### src/rtl/clk_div_mon_pkg.sv
// Shared types and helpers for the divided-clock monitor.
package clk_div_mon_pkg;

    typedef enum logic [1:0] {
        IDLE    = 2'd0,
        ARM     = 2'd1,
        MEASURE = 2'd2
    } state_t;

    // All-ones value of a w-bit counter; widths above 32 are not supported.
    function automatic logic [31:0] cnt_max(input int unsigned w);
        return (w >= 32) ? 32'hFFFF_FFFF : ((32'd1 << w) - 32'd1);
    endfunction

endpackage

### src/rtl/clk_div_monitor_sync.sv
// sync_edge_det: multi-flop synchronizer for an async level plus rising-edge detect.
module sync_edge_det #(
    parameter int SYNC_STAGES = 2
) (
    input  logic clk,
    input  logic rst,
    input  logic d_in,
    output logic s,
    output logic rise
);

    logic [SYNC_STAGES-1:0] sync_q;
    logic                   s_d;

    always_ff @(posedge clk) begin
        if (rst) begin
            sync_q <= '0;
            s_d    <= 1'b0;
        end else begin
            sync_q <= {sync_q[SYNC_STAGES-2:0], d_in};
            s_d    <= sync_q[SYNC_STAGES-1];
        end
    end

    assign s    = sync_q[SYNC_STAGES-1];
    assign rise = s & ~s_d;

endmodule

### src/rtl/clk_div_monitor.sv
// Measures period/high time of a divided clock and compares the period to an expected value.
// Define CLK_DIV_MON_CONT_EN for continuous mode (re-measure every period until timeout).
module clk_div_monitor
    import clk_div_mon_pkg::*;
#(
    parameter int CNT_W       = 16,
    parameter int SYNC_STAGES = 2,
    parameter int TOL         = 1
) (
    input  logic             clk,
    input  logic             rst,
    input  logic             div_in,
    input  logic             start,
    input  logic [CNT_W-1:0] expected_period,
    output logic             busy,
    output logic             done,
    output logic [CNT_W-1:0] period,
    output logic [CNT_W-1:0] high_time,
    output logic             match,
    output logic             timeout
);

    localparam logic [CNT_W-1:0] CNT_ALL1 = CNT_W'(cnt_max(CNT_W));
    localparam logic [CNT_W:0]   TOL_W    = (CNT_W+1)'(TOL);

    logic             s, rise;
    state_t           state;
    logic [CNT_W-1:0] cnt, hi, exp_q;
    logic [CNT_W:0]   diff;
    logic             in_tol;

    sync_edge_det #(.SYNC_STAGES(SYNC_STAGES)) u_sync (
        .clk  (clk),
        .rst  (rst),
        .d_in (div_in),
        .s    (s),
        .rise (rise)
    );

    // One extra bit so the absolute difference never wraps.
    always_comb begin
        diff = ({1'b0, cnt} >= {1'b0, exp_q}) ? ({1'b0, cnt} - {1'b0, exp_q})
                                              : ({1'b0, exp_q} - {1'b0, cnt});
        in_tol = (diff <= TOL_W);
    end

    always_ff @(posedge clk) begin
        if (rst) begin
            state     <= IDLE;
            busy      <= 1'b0;
            done      <= 1'b0;
            period    <= '0;
            high_time <= '0;
            match     <= 1'b0;
            timeout   <= 1'b0;
            cnt       <= '0;
            hi        <= '0;
            exp_q     <= '0;
        end else begin
            done <= 1'b0;
            case (state)
                IDLE: begin
                    if (start) begin
                        state   <= ARM;
                        busy    <= 1'b1;
                        exp_q   <= expected_period;
                        cnt     <= '0;
                        hi      <= '0;
                        timeout <= 1'b0;
                        match   <= 1'b0;
                    end
                end
                ARM: begin
                    if (rise) begin
                        state <= MEASURE;
                        cnt   <= CNT_W'(1);
                        hi    <= CNT_W'(1);
                    end else if (cnt == CNT_ALL1) begin
                        period    <= CNT_ALL1;
                        high_time <= hi;
                        timeout   <= 1'b1;
                        match     <= 1'b0;
                        done      <= 1'b1;
                        state     <= IDLE;
                        busy      <= 1'b0;
                    end else begin
                        cnt <= cnt + CNT_W'(1);
                    end
                end
                MEASURE: begin
                    if (rise) begin
                        period    <= cnt;
                        high_time <= hi;
                        match     <= in_tol;
                        done      <= 1'b1;
`ifdef CLK_DIV_MON_CONT_EN
                        // The terminating edge opens the next measurement.
                        cnt       <= CNT_W'(1);
                        hi        <= CNT_W'(1);
`else
                        state     <= IDLE;
                        busy      <= 1'b0;
`endif
                    end else if (cnt == CNT_ALL1) begin
                        period    <= CNT_ALL1;
                        high_time <= hi;
                        timeout   <= 1'b1;
                        match     <= 1'b0;
                        done      <= 1'b1;
                        state     <= IDLE;
                        busy      <= 1'b0;
                    end else begin
                        cnt <= cnt + CNT_W'(1);
                        hi  <= hi + CNT_W'(s);
                    end
                end
                default: begin
                    state <= IDLE;
                    busy  <= 1'b0;
                end
            endcase
        end
    end

endmodule
### config.mk
export PLATFORM = sky130hd
export DESIGN_NAME = clk_div_monitor
export DESIGN_NICKNAME = d
export VERILOG_FILES = /design/src/rtl/clk_div_mon_pkg.sv /design/src/rtl/clk_div_monitor_sync.sv /design/src/rtl/clk_div_monitor.sv
export SDC_FILE = /design/constraint.sdc
export NUM_CORES = 1
export LEC_CHECK = 0
export ABC_AREA = 1
export CAP_MARGIN = 5
export CELL_PAD_IN_SITES_DETAIL_PLACEMENT = 0
export CELL_PAD_IN_SITES_GLOBAL_PLACEMENT = 1
export CORE_ASPECT_RATIO = 0.75
export CORE_MARGIN = 5
export CORE_UTILIZATION = 44
export DETAILED_ROUTE_END_ITERATION = 8
export GPL_ROUTABILITY_DRIVEN = 1
export GPL_TIMING_DRIVEN = 0
export PLACE_DENSITY_LB_ADDON = 0.25
export SLEW_MARGIN = 10
export SYNTH_ARGS = -nofsm -noshare
export SYNTH_HDL_FRONTEND = slang
export SYNTH_SLANG_ARGS = --single-unit
export TNS_END_PERCENT = 10
### constraint.sdc
create_clock -name clk -period 3.78 [get_ports clk]
set_input_delay 0.756 -clock clk [delete_from_list [all_inputs] [get_ports clk]]
set_output_delay 0.756 -clock clk [all_outputs]
set_load 0.02 [all_outputs]
==> impl_metrics.csv <==
group,metric,value,unit
route,antenna_left,0,
setup_path,crit_buf_inv,2,
sta,final.setup.tns,0,ns
floorplan,die_h,108,um
setup_path,r2r_end,"match$_SDFFE_PP0P_",
finish,diodes,0,
sta,finalCritPeriodShare,81.9,%
global_routing,grt_pass1_wl,27.8,mm
synth,synth_flop_cell,"dfxtp_1",
clocking,clk_latency,0.34,ns
sta,hold_viol,0,
floorplan,rows,35,
setup_path,cpLargestDelayFamily,"simple AND/OR/NAND/NOR gates",
setup_path,crit_path_start,"cnt[12]$_SDFFE_PP0P_",
placement,gp_congestion,0.931,
synth,avgSynthCellArea,6.64,um2
finish,stdcell_count,1091,
clocking,ctsRootBufferMaster,"clkbuf_16",
sta,fin_skew,0.00748,ns
synth,synth_top_area_share,31.4,%
global_routing,antenna_found_initial,0,
placement,dp.final_hpwl,13.8,mm
sta,fin_crit,3.09,ns
sta,timing.fmax,323,MHz
route,first_pass_iters,6,
floorplan,start_util,45.6,%
setup_path,slowest_stage,"dfxtp_1",
sta,rsz0062_at_grt,"no",
setup_path,cp_max_fo,10,
setup_path,reg2reg_depth,18,
setup_path,crit_chain,"inv_1 -> ha_1 -> a21oi_1 -> nand2_1 -> nand2_1 -> nand2_1 -> nor2_4 -> nand2_4 -> buf_6 -> a21oi_1 -> nand3_1 -> nor2_1 -> nand2_1 -> nor2_1 -> nand2_1 -> nand2_1 -> nand2_1 -> a21oi_2",
setup_path,r2r_start,"cnt[12]$_SDFFE_PP0P_",
placement,placed_cell_area,6430,um2
floorplan,die_w,141,um
finish,finalInstanceArea,6760,um2
clocking,cts_resized,0,
sta,finalSetupViolations,0,
global_routing,grt_usage,22.9,%
global_routing,grt_pass1_vias,5234,
route,dr_total_vias,5726,
global_routing,grt.overflow.total,0,
finish,syn2layout_area_growth,19.2,%
worst_hold_path,hp-start,"u_sync.sync_q[0]$_SDFF_PP0_",
sta,worstMarginPinSlew,0.634,ns
finish,fin_nets,982,
route,wl_per_cell,15.6,um
synth,syn_nets,916,
power_and_ir_drop,power_leakage,3.00,nW
clocking,clock-sinks,89,
floorplan,ioPinCount,56,
clocking,path_clk_slew,0.07,ns
floorplan,core_area,12400,um2
finish,drive_gt1_share,7.68,%
synth,async_reset_ff_share,0,%
route,drcViolationCount,0,
power_and_ir_drop,total_power,0.00263,W
synth,ys_types,43,
floorplan,fp.dieArea,15300,um2
worst_hold_path,hold_end,"u_sync.sync_q[1]$_SDFF_PP0_",
synth,syn_inst,855,
synth,yosys.area.top_type,"dfxtp_1",
setup_path,ff2ff_setup_slack,0.69,ns
clocking,htreeDepth,3,
synth,netlist_area,5670,um2
setup_path,end_kind,"flop",
synth,ys_ff_latch,89,
synth,ys_warn_count,0,
clocking,ctsHoldBuffers,0,
clocking,cts_buffers,9,
setup_path,cp_slowest_stage_delay,0.46,ns
synth,yosysSeqAreaShare,31.4,%
power_and_ir_drop,peakVddDrop,0.264,mV
setup_path,cpMostUsedCell,"nand2_1",
route,vias_per_cell,5.25,
clocking,cts_tree,"done",
sta,slew_headroom,57.7,%
global_routing,grt_max_degree,15,
setup_path,worstSetupPathType,"reg -> reg",
synth,synth_edf_count,0,
setup_path,required,4.06,ns
setup_path,cp.arrival,3.37,ns
worst_hold_path,hold_depth,2,
clocking,cts_buffer_depth,2,
clocking,postCtsSetupBuffers,0,
synth,synth_top_cells_by_area,"dfxtp_1 (31%), nand2_1 (13%), a21oi_1 (8.6%)",
power_and_ir_drop,powerDensity,389,nW/um2
sta,maxSlewViolCount,0,
placement,portBuffers,55,
placement,dp.cells,1076,
job,max_cap_viol_count,0,
route,drt_first_iter_violations,562,
status,outcome,"finished clean",
worst_hold_path,worst_hold_path_type,"reg -> reg",
setup_path,cp-start-kind,"flop",
route,wl,17.1,mm
sta,hold-worst-slack,0.412,ns
## power breakdown
part / switching, W / internal [W] / leakage [nW]
combinational: 0.000440 / 0.000223 / 2.12
clock: 0.000374 / 0.000613 / 0.158
sequential: 0.0000170 / 0.000963 / 0.722
total: 0.000831 / 0.00180 / 3.00
## per-stage QoR
stage / setup slack [ns] / utilization (%)
finish: 0.686 / 54.4
global route: 0.493 / 54.4
CTS: 0.750 / 54.4
detailed placement: 0.603 / 51.7
global placement: 0.614 / 51.7
floorplan: 1.48 / -
## cells in the final DEF (no fill, tap or decap), drive strengths merged, types with 7 or more instances in the layout
cell and count:
nor3 11, a211oi 7, nand4 12, xor2 9, clkdlybuf4s50 55, a21oi 100, o21ai 73, buf 8
nand2 204, inv 138, nand3 44, dfxtp 89, clkbuf 22, nor2 84, ha 39
## cells by family (layout without fill, tap and decap cells)
group	count (synthesis)	in the layout	synth area share (%)
simple gates	362	362	28.4
compound gates	194	194	18.2
flops	89	89	31.4
buf+inv	159	229	11.2
xor+xnor	10	10	1.54
fa+ha+maj	41	41	9.31
## cells in the mapped netlist (all sizes together) (2+ instances only)
master and n:
o21ai 73, nand4 12, fa 2, a211oi 7
a31oi 3, o21a 3, nand3 44, nand3b 2
nor2 84, o21bai 2, inv 138, nand2 204
dfxtp 89, nor3 11, a21oi 100, clkbuf 11
xor2 9, nor4 3, buf 8, ha 39
clkinv 2
## per-layer routing
metal	track usage [%]	vias up	part of all wire [%]
met5	0	-	0
met4	3.53	0	0.36
met3	4.77	5	8.9
met2	32.1	225	39
met1	36.0	2603	52
li1	-	2893	-
## cell type report
| cell class | count | area [um2] |
|---|---|---|
| clock inverters | 4 | 76.3 |
| inverters | 140 | 527 |
| flip-flops and latches | 89 | 1780 |
| fillers | 1247 | 5680 |
| multi-input cells | 607 | 3260 |
| plain buffers | 19 | 108 |
| repair buffers | 55 | 551 |
| well taps | 166 | 208 |
| clock buffers | 11 | 253 |
## tightest hold or removal path: cells and delay by family (launching register included)
family                 cells  cell delay [ns]
flip-flops                 1             0.30
buffers and inverters      1             0.04
AND/OR/NAND/NOR            1             0.03
## registers in the layout, indices dropped and copies added (netlist names)
| register | count |
|---|---|
| timeout | 1 |
| hi | 16 |
| match | 1 |
| state | 2 |
| done | 1 |
| cnt | 16 |
| u_sync.s_d | 1 |
| exp_q | 16 |
| period | 16 |
| busy | 1 |
| u_sync.sync_q | 2 |
| high_time | 16 |
## worst max path at each step
stage,slack (ns),end,depth (start not counted)
2_1_floorplan,1.48,match$_SDFFE_PP0P_,20
3_3_place_gp,0.61,hi[13]$_SDFFE_PP0P_,16
3_5_place_dp,0.60,hi[13]$_SDFFE_PP0P_,16
4_1_cts,0.75,match$_SDFFE_PP0P_,18
5_1_grt,0.49,match$_SDFFE_PP0P_,18
6_report,0.69,match$_SDFFE_PP0P_,18
Note: power is estimated with default switching activity, not from simulation.
